[config.mk]
export PLATFORM = sky130hd
export DESIGN_NAME = spike_event_logger
export DESIGN_NICKNAME = d
export VERILOG_FILES = /design/src/rtl/snn_pkg.sv /design/src/rtl/spike_evt_fifo.sv /design/src/rtl/spike_event_logger.sv
export SDC_FILE = /design/constraint.sdc
export NUM_CORES = 1
export LEC_CHECK = 0
export ABC_AREA = 1
export CORE_MARGIN = 8
export CORE_UTILIZATION = 23
export CTS_BUF_LIST = sky130_fd_sc_hd__clkbuf_4 sky130_fd_sc_hd__clkbuf_8
export DETAILED_ROUTE_END_ITERATION = 8
export SLEW_MARGIN = 10
export SYNTH_ARGS = -nofsm -noshare
export SYNTH_HDL_FRONTEND = slang
export SYNTH_SLANG_ARGS = --single-unit
[constraint.sdc]
create_clock -name clk -period 5.93 [get_ports clk]
set_input_delay 0.593 -clock clk [delete_from_list [all_inputs] [get_ports clk]]
set_output_delay 0.593 -clock clk [all_outputs]
set_load 0.02 [all_outputs]
[src/rtl/snn_pkg.sv]
// Shared SNN definitions for the spike event logger.
// Holds the default frame timing, record field widths and the logger
// run-state enum, so the logger and anything that decodes its records
// agree on the layout.
package snn_pkg;

    // 100 MHz clock, 100 kHz spike frame rate.
    localparam int CLK_PER_FRAME_DEF = 1000;
    localparam int FRAME_W_DEF       = 10;
    localparam int CNT_W_DEF         = 4;

    typedef enum logic {
        ST_IDLE = 1'b0,
        ST_RUN  = 1'b1
    } log_state_e;

endpackage

[src/rtl/spike_evt_fifo.sv]
// Synchronous FIFO for spike event records.
// Ports:
//   clk, rst              - clock, synchronous active-high reset
//   push, push_data       - write request and record
//   pop                   - read request (ignored when empty)
//   pop_data              - head record, reads 0 when empty
//   full, empty           - occupancy flags
// A push while full is accepted only if a pop happens in the same cycle;
// the freed slot is the one being written.
module spike_evt_fifo #(
    parameter int DATA_W = 14,
    parameter int DEPTH  = 16
) (
    input  logic              clk,
    input  logic              rst,
    input  logic              push,
    input  logic [DATA_W-1:0] push_data,
    input  logic              pop,
    output logic [DATA_W-1:0] pop_data,
    output logic              full,
    output logic              empty
);

    localparam int AW = $clog2(DEPTH);

    // Pointers carry one extra wrap bit to tell full from empty.
    logic [AW:0]       wr_ptr, rd_ptr;
    logic [DATA_W-1:0] mem [DEPTH];
    logic              do_push, do_pop;

    assign empty   = (wr_ptr == rd_ptr);
    assign full    = (wr_ptr[AW] != rd_ptr[AW]) && (wr_ptr[AW-1:0] == rd_ptr[AW-1:0]);
    assign do_pop  = pop && !empty;
    assign do_push = push && (!full || do_pop);

    assign pop_data = empty ? '0 : mem[rd_ptr[AW-1:0]];

    always_ff @(posedge clk) begin
        if (rst) begin
            wr_ptr <= '0;
            rd_ptr <= '0;
        end else begin
            if (do_push) wr_ptr <= wr_ptr + 1'b1;
            if (do_pop)  rd_ptr <= rd_ptr + 1'b1;
        end
    end

    // Storage needs no reset: pop_data is masked while empty.
    always_ff @(posedge clk) begin
        if (do_push) mem[wr_ptr[AW-1:0]] <= push_data;
    end

endmodule

[src/rtl/spike_event_logger.sv]
// Spike event logger.
// Counts rising edges of the SNN output spike in fixed-length frames and
// queues one {frame_idx, spike_count} record per frame that saw spikes.
// Ports:
//   clk, rst        - clock, synchronous active-high reset
//   i_enable        - level, high = logging runs
//   i_output_spike  - SNN output spike, synchronous to clk
//   o_evt_valid     - record available
//   i_evt_ready     - consumer accepts record
//   o_evt_data      - {frame_idx, spike_count}
//   o_total_spikes  - saturating spike edge count since enable
//   o_overflow      - sticky, a record was dropped on a full FIFO
module spike_event_logger
    import snn_pkg::*;
#(
    parameter int CLK_PER_FRAME = CLK_PER_FRAME_DEF,
    parameter int FRAME_W       = FRAME_W_DEF,
    parameter int CNT_W         = CNT_W_DEF,
    parameter int FIFO_DEPTH    = 16
) (
    input  logic                     clk,
    input  logic                     rst,
    input  logic                     i_enable,
    input  logic                     i_output_spike,
    output logic                     o_evt_valid,
    input  logic                     i_evt_ready,
    output logic [FRAME_W+CNT_W-1:0] o_evt_data,
    output logic [15:0]              o_total_spikes,
    output logic                     o_overflow
);

    localparam int CYC_W = (CLK_PER_FRAME > 1) ? $clog2(CLK_PER_FRAME) : 1;
    localparam logic [CYC_W-1:0] LAST_CYC = CYC_W'(CLK_PER_FRAME - 1);

    log_state_e         state, state_nxt;
    logic [CYC_W-1:0]   cyc;
    logic [FRAME_W-1:0] frame_idx;
    logic [CNT_W-1:0]   frame_cnt, cnt_inc;
    logic               spike_q;
    logic               edge_det, last_cyc, running, start;
    logic               push_req, pop_fire, fifo_full, fifo_empty;

    // ---------------- FSM ----------------
    always_ff @(posedge clk) begin
        if (rst) state <= ST_IDLE;
        else     state <= state_nxt;
    end

    always_comb begin
        state_nxt = state;
        start     = 1'b0;
        running   = 1'b0;
        case (state)
            ST_IDLE: if (i_enable) begin
                state_nxt = ST_RUN;
                start     = 1'b1;
            end
            ST_RUN: begin
                if (!i_enable) state_nxt = ST_IDLE;
                else           running   = 1'b1;
            end
            default: state_nxt = ST_IDLE;
        endcase
    end

    // ---------------- frame counting ----------------
    assign edge_det = i_output_spike && !spike_q;
    assign last_cyc = (cyc == LAST_CYC);
    // Includes this cycle's edge so a last-cycle edge lands in the closing frame.
    assign cnt_inc  = (edge_det && frame_cnt != '1) ? frame_cnt + 1'b1 : frame_cnt;
    assign push_req = running && last_cyc && (cnt_inc != '0);
    assign pop_fire = o_evt_valid && i_evt_ready;

    always_ff @(posedge clk) begin
        if (rst) begin
            spike_q        <= 1'b0;
            cyc            <= '0;
            frame_idx      <= '0;
            frame_cnt      <= '0;
            o_total_spikes <= '0;
            o_overflow     <= 1'b0;
        end else begin
            spike_q <= i_output_spike;
            if (start) begin
                cyc            <= '0;
                frame_idx      <= '0;
                frame_cnt      <= '0;
                o_total_spikes <= '0;
                o_overflow     <= 1'b0;
            end else if (running) begin
                if (edge_det && o_total_spikes != 16'hFFFF)
                    o_total_spikes <= o_total_spikes + 16'd1;
                if (last_cyc) begin
                    cyc       <= '0;
                    frame_cnt <= '0;
                    frame_idx <= frame_idx + 1'b1;
                end else begin
                    cyc       <= cyc + 1'b1;
                    frame_cnt <= cnt_inc;
                end
                if (push_req && fifo_full && !pop_fire)
                    o_overflow <= 1'b1;
            end
        end
    end

    // ---------------- record buffer ----------------
    spike_evt_fifo #(
        .DATA_W (FRAME_W + CNT_W),
        .DEPTH  (FIFO_DEPTH)
    ) u_fifo (
        .clk       (clk),
        .rst       (rst),
        .push      (push_req),
        .push_data ({frame_idx, cnt_inc}),
        .pop       (i_evt_ready),
        .pop_data  (o_evt_data),
        .full      (fifo_full),
        .empty     (fifo_empty)
    );

    assign o_evt_valid = !fifo_empty;

endmodule

==> results.sh <==
export IMPL_num_io_pins=37
export IMPL_synth_cell_type_count=40
export IMPL_worstPathArrival_ns=3.51
export IMPL_first_iter_violations=708
export IMPL_avgSynthCellArea_um2=10.62
export IMPL_cts_resized=0
export IMPL_cts_root_buffer="clkbuf_8"
export IMPL_grt_pass1_vias=7972
export IMPL_synth_edff_count=224
export IMPL_yosysWarnings=0
export IMPL_leakagePower_nw=4.888
export IMPL_antenna_found_initial=1
export IMPL_drive_gt1_share_pct=10.92
export IMPL_cp_start_kind="flip-flop"
export IMPL_synth_ff_type="edfxtp_1"
export IMPL_status="complete, no violations"
export IMPL_cts_buffers=47
export IMPL_synth_seq_cells=281
export IMPL_min_path_type="flip-flop to flip-flop"
export IMPL_io_buffers=36
export IMPL_report_final_slew_viol_count=0
export IMPL_skew_ns=0.03814
export IMPL_final_util_pct=27.11
export IMPL_reg2reg_setup_slack_ns=2.97
export IMPL_clk_path_buf_depth=3
export IMPL_setup_viol=0
export IMPL_reg2regPathDepth=12
export IMPL_synthTopCellsByArea="edfxtp_1 (55%), dfxtp_1 (9.3%), a21oi_1 (5.1%)"
export IMPL_tns_ns=0
export IMPL_ys_seq_area_share_pct=64.31
export IMPL_hp_start="o_overflow$_SDFFE_PP0P_"
export IMPL_cts_tree="done"
export IMPL_yosys_area_top_type="edfxtp_1"
export IMPL_critical_path_max_stage_delay_ns=0.80
export IMPL_period_share_pct=69.24
export IMPL_syn2layout_area_growth_pct=16.48
export IMPL_synthCells=1152
export IMPL_timing_rr_start="frame_cnt[0]$_SDFFE_PP0P_"
export IMPL_vias=8362
export IMPL_place_gp_congestion=0.7916
export IMPL_design_area_um2=14250
export IMPL_min_to="o_overflow$_SDFFE_PP0P_"
export IMPL_synth_area_um2=12230
export IMPL_clkSlewWorstSetupHoldPaths_ns=0.06
export IMPL_timing_slew_headroom_pct=48.23
export IMPL_finalWirelength_mm=29.35
export IMPL_cts_sinks=281
export IMPL_path_delay_family="buffers and inverters"
export IMPL_grt_pass1_wl_mm=45.32
export IMPL_syn_nets=1166
export IMPL_overflow=0
export IMPL_drc=0
export IMPL_first_pass_iters=7
export IMPL_synth_top_area_share_pct=54.99
export IMPL_cp_max_fo=63
export IMPL_h_tree_depth=2
export IMPL_coreArea_um2=52550
export IMPL_powerDensity_nw_per_um2=281.7
export IMPL_tightest_slew_ns=0.7737
export IMPL_via_per_inst=4.346
export IMPL_hpwl_mm=17.20
export IMPL_cp_depth=6
export IMPL_initial_core_util_pct=23.28
export IMPL_report_final_hold_viol_count=0
export IMPL_rows=84
export IMPL_crit_path_top_delay_cell="dfxtp_4"
export IMPL_track_usage_pct=9.435
export IMPL_end_kind="primary output"
export IMPL_grt_setup_unrepaired="no"
export IMPL_cts_setup_buffers=0
export IMPL_synthArstFlopShare_pct=0
export IMPL_path_cells="buf_4, o211ai_1, nand3_1, a21oi_1, a211oi_1, clkdlybuf4s50_1"
export IMPL_die_h_um=246.6
export IMPL_fillers=5507
export IMPL_clk_latency_ns=0.58
export IMPL_diodes=0
export IMPL_ir_drop_uv=125.7
export IMPL_holdPathStages=2
export IMPL_critical_path_class="flip-flop to primary output"
export IMPL_worst_ep_required_time_ns=5.34
export IMPL_ant_nets=0
export IMPL_placed_area_um2=13350
export IMPL_nNetsFinal=1217
export IMPL_grt_max_degree=152
export IMPL_fp_dieW_um=246.6
export IMPL_maxCapViolations=0
export IMPL_path_buf_inv=2
export IMPL_power_mw=4.013
export IMPL_wl_per_cell_um=15.25
export IMPL_rr_endpoint="u_fifo.mem[1][2]$_DFFE_PP_"
export IMPL_max_freq_ghz=0.2435
export IMPL_die_area_um2=60820
export IMPL_hold_buffers=0
export IMPL_fin_crit_ns=4.106
-- cell usage after synthesis (9+ instances only) --
cell type and instances:
inv_1 156, dfxtp_1 57, nor3_1 15, clkbuf_1 20, nand2_2 9, o211ai_1 42
ha_1 9, nand2_1 164, a211oi_1 15, o21ai_0 89, buf_2 22, a21oi_1 124
edfxtp_1 224, nand3_1 64, nor2_1 52, xor2_1 23
-- per-stage QoR --
step	std cells	setup slack (ns)	hold WS [ns]
final	1924	1.824	0.4540
after CTS	1924	1.751	0.4616
after global placement	1842	2.418	0.4514
after global routing	1924	1.578	0.5230
after detailed placement	1842	2.393	0.4530
after floorplan	1152	3.200	0.4605
-- power breakdown --
group	switching [mW]	total, mW	leakage, nW	internal (mW)
logic	0.141	0.220	1.66	0.0795
clock network	0.769	1.66	0.482	0.887
registers	0.0306	2.14	2.74	2.11
-- worst min-delay path: cells and delay by family (launching register included) --
family          cells  cell delay [ns]
buf+inv             1             0.05
flops               1             0.31
compound gates      1             0.05
-- sequential cells by signal, indices dropped and copies added, names as in the netlist, named ones only --
name / flops
cyc: 10
frame_cnt: 4
frame_idx: 10
o_overflow: 1
o_total_spikes: 16
spike_q: 1
state: 1
u_fifo.mem: 224
u_fifo.rd_ptr: 5
u_fifo.wr_ptr: 5
-- cells in the final DEF (no fill, tap or decap), types with 4 or more instances in the layout --
cell and n:
clkbuf_8 50, a211oi_1 15, clkinv_2 5, edfxtp_1 224, nand4_1 8, o211ai_1 42
nor2_4 5, nor2_1 52, o21ai_1 4, dfxtp_1 55, inv_2 8, nor3_1 14
inv_1 156, nor3_2 4, clkbuf_4 17, nand2_2 9, a21oi_1 124, clkinv_1 8
xnor2_1 6, xor2_1 23, nand3_1 64, nand3_2 4, clkdlybuf4s50_1 36, buf_4 19
o21ai_0 89, nand2_1 164, ha_1 9
-- cell families (layout without fill, tap and decap cells) --
kind of cell,Yosys count,after routing,synth area share [%]
XOR/XNOR,29,29,2.076
AND/OR/NAND/NOR,338,338,12.82
flip-flops,281,281,64.31
buffers and inverters,218,302,7.292
AO/OA/AOI/OAI,277,277,12.58
adder cells (fa/ha/maj),9,9,0.9205
-- how the worst max path moves through the flow --
stage / start / end / slack (ns)
after floorplan: i_output_spike / u_fifo.mem[15][0]$_DFFE_PP_ / 3.20
after global placement: flip-flop / o_evt_data[13] / 2.42
after detailed placement: flip-flop / o_evt_data[13] / 2.39
after CTS: flip-flop / o_evt_data[13] / 1.75
after global routing: flip-flop / o_evt_data[13] / 1.58
final: flip-flop / o_evt_data[1] / 1.82
-- routing by layer --
metal  up-vias  share of wire (%)  GRT usage, %
li1       4075                  -             -
met1      4013                 47         13.07
met2       230                 45         14.45
met3        44                7.1         2.372
met4         0                1.8         2.650
met5         -                  0             0
-- cell type report --
type                       instances  area (um^2)  area share (%)
clock buffer                      67        815.8           5.725
clock inverter                    15        80.08          0.5620
inverter                         164        615.6           4.320
multi-input combinational        653         3478           24.41
sequential                       281         7875           55.27
tap                              688        860.8           6.041
timing repair buffer              56        523.0           3.671
Power figures use the tool's default switching activity.
